`src/rtl/picobello_pkg.sv`:
```
// rtl/picobello_pkg.sv - shared edge-port channel encodings and constants
package picobello_pkg;

    typedef enum logic [1:0] {
        EdgeChAw   = 2'd0,
        EdgeChW    = 2'd1,
        EdgeChAr   = 2'd2,
        EdgeChRsvd = 2'd3
    } edge_req_ch_e;

    typedef enum logic {
        EdgeChB = 1'b0,
        EdgeChR = 1'b1
    } edge_rsp_ch_e;

    typedef enum logic [1:0] {
        EdgeStIdle   = 2'd0,
        EdgeStWrData = 2'd1,
        EdgeStWrResp = 2'd2,
        EdgeStRdResp = 2'd3
    } edge_state_e;

    localparam logic [1:0] EdgeRespDecErr = 2'b11;

endpackage

```
`src/rtl/floo_edge_err_responder.sv`:
```
// rtl/floo_edge_err_responder.sv - mesh-edge terminator answering every request with DECERR
module floo_edge_err_responder
    import picobello_pkg::*;
#(
    parameter int unsigned IdWidth    = 6,
    parameter int unsigned AxiIdWidth = 4,
    parameter int unsigned DataWidth  = 64,
    parameter int unsigned CntWidth   = 16
) (
    input  logic                  clk_i,
    input  logic                  rst_ni,
    input  logic                  req_valid_i,
    output logic                  req_ready_o,
    input  logic [1:0]            req_ch_i,
    input  logic [IdWidth-1:0]    req_src_id_i,
    input  logic [AxiIdWidth-1:0] req_axi_id_i,
    input  logic [7:0]            req_len_i,
    input  logic                  req_last_i,
    output logic                  rsp_valid_o,
    input  logic                  rsp_ready_i,
    output logic                  rsp_ch_o,
    output logic [IdWidth-1:0]    rsp_dst_id_o,
    output logic [AxiIdWidth-1:0] rsp_axi_id_o,
    output logic [1:0]            rsp_resp_o,
    output logic [DataWidth-1:0]  rsp_data_o,
    output logic                  rsp_last_o,
    input  logic                  clr_i,
    output logic [CntWidth-1:0]   err_cnt_o,
    output logic                  err_valid_o,
    output logic [IdWidth-1:0]    err_src_o,
    output logic                  proto_err_o
);

    edge_state_e           state_q, state_d;
    logic [IdWidth-1:0]    src_q, src_d;
    logic [AxiIdWidth-1:0] axi_id_q, axi_id_d;
    logic [7:0]            len_q, len_d;
    logic [7:0]            beat_q, beat_d;
    logic [CntWidth-1:0]   cnt_q, cnt_d;
    logic                  err_valid_q, err_valid_d;
    logic [IdWidth-1:0]    err_src_q, err_src_d;
    logic                  proto_q, proto_d;

    edge_req_ch_e req_ch;
    logic         req_hs;
    logic         last_beat;
    logic         offender;
    logic         proto_hit;

    assign req_ch    = edge_req_ch_e'(req_ch_i);
    assign req_hs    = req_valid_i && req_ready_o;
    assign last_beat = (beat_q == len_q);

    always_ff @(posedge clk_i or negedge rst_ni) begin
        if (!rst_ni) begin
            state_q <= EdgeStIdle;
        end else begin
            state_q <= state_d;
        end
    end

    always_comb begin
        state_d = state_q;
        case (state_q)
            EdgeStIdle: begin
                if (req_hs && req_ch == EdgeChAw) state_d = EdgeStWrData;
                if (req_hs && req_ch == EdgeChAr) state_d = EdgeStRdResp;
            end
            EdgeStWrData: begin
                if (req_hs && req_ch == EdgeChW && req_last_i) state_d = EdgeStWrResp;
            end
            EdgeStWrResp: begin
                if (rsp_ready_i) state_d = EdgeStIdle;
            end
            EdgeStRdResp: begin
                if (rsp_ready_i && last_beat) state_d = EdgeStIdle;
            end
            default: state_d = EdgeStIdle;
        endcase
    end

    always_comb begin
        req_ready_o = 1'b0;
        rsp_valid_o = 1'b0;
        rsp_ch_o    = EdgeChB;
        rsp_last_o  = 1'b0;
        case (state_q)
            EdgeStIdle, EdgeStWrData: req_ready_o = 1'b1;
            EdgeStWrResp: begin
                rsp_valid_o = 1'b1;
                rsp_last_o  = 1'b1;
            end
            EdgeStRdResp: begin
                rsp_valid_o = 1'b1;
                rsp_ch_o    = EdgeChR;
                rsp_last_o  = last_beat;
            end
            default: req_ready_o = 1'b0;
        endcase
    end

    assign rsp_dst_id_o = src_q;
    assign rsp_axi_id_o = axi_id_q;
    assign rsp_resp_o   = rsp_valid_o ? EdgeRespDecErr : 2'b00;
    assign rsp_data_o   = '0;

    // Only AW/AR taken in Idle count as offenders; stray flits are protocol errors.
    assign offender  = req_hs && (state_q == EdgeStIdle) &&
                       (req_ch == EdgeChAw || req_ch == EdgeChAr);
    assign proto_hit = req_hs &&
                       (((state_q == EdgeStIdle) && (req_ch == EdgeChW || req_ch == EdgeChRsvd)) ||
                        ((state_q == EdgeStWrData) && (req_ch != EdgeChW)));

    always_comb begin
        src_d    = src_q;
        axi_id_d = axi_id_q;
        len_d    = len_q;
        beat_d   = beat_q;
        if (offender) begin
            src_d    = req_src_id_i;
            axi_id_d = req_axi_id_i;
            if (req_ch == EdgeChAr) begin
                len_d  = req_len_i;
                beat_d = 8'd0;
            end
        end
        if (state_q == EdgeStRdResp && rsp_ready_i) beat_d = beat_q + 8'd1;
    end

    // An increment coinciding with clr_i starts the fresh record rather than being lost.
    always_comb begin
        cnt_d       = cnt_q;
        err_valid_d = err_valid_q;
        err_src_d   = err_src_q;
        proto_d     = proto_q;
        if (clr_i) begin
            cnt_d       = '0;
            err_valid_d = 1'b0;
            err_src_d   = '0;
            proto_d     = 1'b0;
        end
        if (offender) begin
            if (clr_i) begin
                cnt_d = CntWidth'(1);
            end else if (cnt_q != '1) begin
                cnt_d = cnt_q + CntWidth'(1);
            end
            if (clr_i || !err_valid_q) begin
                err_valid_d = 1'b1;
                err_src_d   = req_src_id_i;
            end
        end
        if (proto_hit) proto_d = 1'b1;
    end

    always_ff @(posedge clk_i or negedge rst_ni) begin
        if (!rst_ni) begin
            src_q       <= '0;
            axi_id_q    <= '0;
            len_q       <= '0;
            beat_q      <= '0;
            cnt_q       <= '0;
            err_valid_q <= 1'b0;
            err_src_q   <= '0;
            proto_q     <= 1'b0;
        end else begin
            src_q       <= src_d;
            axi_id_q    <= axi_id_d;
            len_q       <= len_d;
            beat_q      <= beat_d;
            cnt_q       <= cnt_d;
            err_valid_q <= err_valid_d;
            err_src_q   <= err_src_d;
            proto_q     <= proto_d;
        end
    end

    assign err_cnt_o   = cnt_q;
    assign err_valid_o = err_valid_q;
    assign err_src_o   = err_src_q;
    assign proto_err_o = proto_q;

endmodule

```
`config.mk`:
```
export PLATFORM = sky130hd
export DESIGN_NAME = floo_edge_err_responder
export DESIGN_NICKNAME = d
export VERILOG_FILES = /design/src/rtl/picobello_pkg.sv /design/src/rtl/floo_edge_err_responder.sv
export SDC_FILE = /design/constraint.sdc
export NUM_CORES = 1
export LEC_CHECK = 0
export CORE_MARGIN = 2
export CORE_UTILIZATION = 40
export CTS_BUF_LIST = sky130_fd_sc_hd__clkbuf_8
export DETAILED_ROUTE_END_ITERATION = 10
export GPL_TIMING_DRIVEN = 0
export PLACE_DENSITY = 0.88
export SLEW_MARGIN = 30
export SYNTH_ARGS = -nofsm -noshare
export SYNTH_HDL_FRONTEND = slang
export SYNTH_SLANG_ARGS = --single-unit
```
`constraint.sdc`:
```
create_clock -name clk_i -period 5.2 [get_ports clk_i]
set_input_delay 1.04 -clock clk_i [delete_from_list [all_inputs] [get_ports clk_i]]
set_output_delay 1.04 -clock clk_i [all_outputs]
set_load 0.1 [all_outputs]
```
; Yosys cells after proc, flatten, opt, wreduce, memory -nomap -nowiden
; Index checks and enable logic that the tools add are counted.
[totals]
regBits = 52
in_bits = 26
output_inout_bits = 104
wordCells = 77
[op_classes]
addsub = 2
n_eq_ne = 13
mux = 26
n_reduce_logical = 27
[op_table]
columns = cell, count
row1 = two-way mux 16 bit, 4
row2 = two-way mux 8 bit, 3
row3 = two-way mux 6 bit, 3
row4 = adder 16 x 1 -> 16 bit (second input constant), 1
row5 = != test 16 bit (second input constant), 1
row6 = logical AND 1 bit, 12
row7 = two-way mux 2 bit, 6
row8 = adder 8 x 1 -> 8 bit (second input constant), 1
row9 = equality test 2 bit (second input constant), 4
row10 = equality test 8 bit, 1
row11 = two-way mux 1 bit, 8
row12 = case mux 2 bit (4 select lines), 1
row13 = != test 2 bit (second input constant), 3
row14 = nonzero test 2 bit, 3
row15 = equality test 2 x 1 -> 1 bit (second input constant), 2
row16 = logical NOT 2 bit, 2
row17 = logical OR 1 bit, 4
row18 = AND reduction 2 bit, 2
row19 = AND reduction 4 bit, 1
row20 = OR reduction 2 bit, 2
row21 = != test 3 bit (second input constant), 1
row22 = != test 2 x 1 -> 1 bit (second input constant), 1
row23 = case mux 1 bit (2 select lines), 1
row24 = logical NOT 1 bit, 1

; Logic depth before layout (Yosys ltp)
[depth]
word_depth = 8
depth_mapped = 6
mapped_depth_nobuf = 5

; Worst setup path after synthesis
; No wires, ideal clock.
[synth_timing]
path_type = register to output
startpoint = register state_q[1]
endpoint = output port rsp_resp_o[0]
t_arrival_ps = 1929
required_ps = 4160
path_slack_ps = 2231
stages_incl_launch_ff = 4
path_buffers = 3
path_cell_list = dfrtp_1 -> clkbuf_1 -> clkbuf_1 -> buf_4
[synth_via]
elab_chain_cells = 4
word_cells_on_any_way = 5
classes_between = eq/ne: 2 / mux: 2 / reduce/logical: 1
[synth_rtl]
columns = item, line
row1 = start: declaration, floo_edge_err_responder.sv:34  ; edge_state_e state_q, state_d;
row2 = start signal: assignment, floo_edge_err_responder.sv:56  ; state_q <= EdgeStIdle;
row3 = start signal: assignment, floo_edge_err_responder.sv:58  ; state_q <= state_d;
row4 = equality test 2 bit, floo_edge_err_responder.sv:87  ; case (state_q)
row5 = OR reduction 2 bit (no line) *, --
row6 = two-way mux 1 bit *, floo_edge_err_responder.sv:87
row7 = named net rsp_valid_o, floo_edge_err_responder.sv:19  ; output logic rsp_valid_o,
row8 = two-way mux 2 bit *, floo_edge_err_responder.sv:104  ; assign rsp_resp_o = rsp_valid_o ? EdgeRespDecErr : 2'b00;
row9 = end: declaration, floo_edge_err_responder.sv:24  ; output logic [1:0] rsp_resp_o,
; The timed path passes the listed nets; every way through them passes the cells marked *.

; Worst setup path in the final report
[layout_timing]
startpoint = register beat_q[3]
endpoint = output port rsp_last_o
[layout_via]
elab_chain_cells = 2
[layout_rtl]
columns = item, line
row1 = start: declaration, floo_edge_err_responder.sv:38  ; logic [7:0] beat_q, beat_d;
row2 = start signal: assignment, floo_edge_err_responder.sv:170  ; beat_q <= beat_d;
row3 = equality test 8 bit, floo_edge_err_responder.sv:52  ; assign last_beat = (beat_q == len_q);
row4 = case mux 1 bit (2 select lines), floo_edge_err_responder.sv:87
row5 = end: declaration, floo_edge_err_responder.sv:26  ; output logic rsp_last_o,
; No other way between the ends.

==> results by group <==
Global route
  • Overflow after GRT: 0
  • Initial antenna violation count: 0
  • M3 GR Usage: 0.0509
  • Global-route wire length before repair: 11400 um
  • Largest net degree at the start of global routing: 41
  • All-layer global routing usage: 0.167
  • GR Util met1: 0.189
  • Vias in the first global route: 2499
  • Grt met2 use: 0.296
  • Most Crowded Layer GR: met2

Clocking
  • Clk buf depth: 2
  • Htree depth: 2
  • Cts bufs inserted: 5
  • # Post-CTS Setup Buffers: 0
  • Clk root buf: clkbuf_8
  • TritonCTS clock tree: built
  • Hold buffer count at CTS: 0
  • Post-CTS sizing: 0
  • Clock Latency Late Sink: 310 ps
  • Clock Sinks: 52
  • Clock slew at reported path FFs: 100 ps

Critical path
  • Max incr delay on CP: 1130 ps
  • Worst-path fanout max: 5
  • Arrival time worst endpoint: 2640 ps
  • CP required: 4160 ps
  • CP startpoint kind: flip-flop
  • Worst path cell trace: xnor2_1, nand4_1, o21ai_0, and2_1, clkdlybuf4s50_1
  • Setup Crit Path Kind: flip-flop to output port
  • Slowest-stage cell, CP: clkdlybuf4s50_1
  • CP Capture Type: output port

Route
  • Antenna Nets Post-Route: 0
  • First-pass DRT Iterations: 4
  • Via/cell ratio: 4.62
  • Routed WL: 6700 um
  • 1st-iter DRT viols: 123
  • Drt wl/cell: 12.2 um
  • DR vias: 2542
  • Post-route DRC: 0

Synthesis
  • Synth Instances: 315
  • Count leader, synth: buf_4
  • Flop and latch count out of synthesis: 52
  • Synth area leaders: dfrtp_1, buf_4, nand2_1
  • Post-synth top cells: buf_4, dfrtp_1, nand2_1
  • Post-synth EDFFs: 0
  • Post-synthesis instance area: 0.00298 mm^2
  • Top FF cell, synth: dfrtp_1
  • Post-synth ARST share: 1.00
  • Post-synth top area cell: dfrtp_1
  • Avg Cell Area, Syn: 9.45 um^2
  • Post-synth top area share: 0.437
  • Yosys cell types: 40
  • Sequential area share after synthesis: 0.437
  • Syn. warnings: 0

Die
  • Core outline area: 0.00721 mm^2
  • Die width: 90.3 um
  • Boundary Pins: 130
  • Row cnt: 31
  • Die Y-Extent: 90.3 um
  • Starting density of the core: 0.413
  • Die area: 0.00815 mm^2

Power and ir drop
  • Overall Power: 2070 uW
  • Pwr dens: 505 mW/mm^2
  • Leakage: 0.00192 uW
  • VDD IR-drop max: 0.260 mV

Place
  • Detail Placement HPWL: 5250 um
  • GPL Wtd Cong: 0.799
  • Port buffer count: 64

Timing
  • Final cycle utilization of the critical path: 0.708
  • Final hold violations: 0
  • Fmax: 0.272 GHz
  • Worst-Margin Slew: 1010 ps
  • RSZ-0062 raised after global routing: false
  • Final slew viol count: 0
  • Worst rel slew slack: 0.327
  • Fin crit period: 3680 ps
  • Finish-stage setup viols: 0
  • Setup TNS: 0 ps
  • Worst Skew: 11.5 ps

Finish
  • Share of post-route cells with drive strength above 1: 0.206
  • Area grow syn2layout: 37.7%
  • Fin nets: 478
  • Antenna cell count: 0

Run
  • Max Cap Violations: 0

Min path
  • Min-delay worst type: flip-flop to flip-flop

Run status
  • Status: complete, no violations
[per-stage QoR]
step	instances	util	hold slack, ps	worst slack, ps	cell area, um^2
after global routing	550	0.568	516	1380	4100
final	550	0.568	484	1520	4100
after detailed placement	542	0.555	466	1740	4010
after global placement	541	0.551	459	1590	3980
after CTS	550	0.569	490	1530	4110
after floorplan	378	-	472	2230	3210
[layout by cell type, fill, tap and decap left out, drive strengths merged, types with 2 or more instances in the layout]
master	instances
a21oi	15
a22o	8
and2	2
and3	3
and4	2
buf	70
clkbuf	18
clkdlybuf4s50	62
clkinvlp	2
conb	64
dfrtp	52
ha	2
inv	6
mux2	9
nand2	41
nand3	11
nand3b	2
nand4	8
nor2	7
nor2b	4
nor3	2
nor4	2
o211ai	2
o21ai	12
o311ai	2
o31ai	8
o41ai	3
or3	4
or3b	2
or4	7
xnor2	10
[state kept, by name, summed over array words and instances (netlist names)]
name / cells
err_cnt_o: 16
err_src_o: 6
err_valid_o: 1
rsp_axi_id_o: 4
proto_err_o: 1
state_q: 2
rsp_dst_id_o: 6
len_q: 8
beat_q: 8
[metal layers]
layer  part of all wire  vias to the layer above
met3              0.075                       17
met5                  0                        -
li1                   -                     1239
met4              0.023                        0
met1               0.39                     1187
met2               0.51                       99
[critical path, delay by kind of cell, from the launching register on]
family	cells	cell delay, ps
flip-flops	1	480
AO/OA/AOI/OAI	1	230
buffers and inverters	1	1130
AND/OR/NAND/NOR	2	290
XOR/XNOR	1	190
[area by class of cell]
cell class | count | area [um^2]
buffer | 79 | 547
clock buffer | 6 | 82.6
clock inverter | 2 | 15.0
fill | 644 | 3110
inverter | 6 | 22.5
multi-input combinational | 241 | 1360
sequential | 52 | 1300
tap | 99 | 124
timing repair buffer | 65 | 653
[cell families after synthesis]
group                      after synthesis  synth area share
DFF                                     52             0.437
AOI/OAI and AO/OA                       55             0.122
muxes                                    9            0.0340
xor gates and xnor gates                10            0.0294
other                                    1           0.00126
adders and majority gates                2           0.00841
buffers and inverters                   85             0.191
and+or+nand+nor                        101             0.176
[path summary, 6_finish.rpt]
kind / depth (start not counted) / start / slack (ps) / end
max reg2reg: 6 / state_q[1]$_DFFE_PN0P_ / 2850 / err_cnt_o[14]$_DFF_PN0_
min reg2reg: 2 / rsp_dst_id_o[5]$_DFFE_PN0N_ / 480 / rsp_dst_id_o[5]$_DFFE_PN0N_
min: 2 / rsp_dst_id_o[5]$_DFFE_PN0N_ / 480 / rsp_dst_id_o[5]$_DFFE_PN0N_
max: 5 / beat_q[3]$_DFFE_PN0P_ / 1520 / rsp_last_o
max in group asynchronous: 2 / rst_ni / 4190 / err_cnt_o[14]$_DFF_PN0_
min in group asynchronous: 1 / rst_ni / 560 / len_q[2]$_DFFE_PN0P_
[power by group]
group          switching [uW]  total [uW]  leakage, uW  internal, uW
Combinational             950        1240      0.00119           292
Clock                     138         247    0.0000434           108
Sequential               77.3         583     0.000686           505
Power figures use the tool's default switching activity.
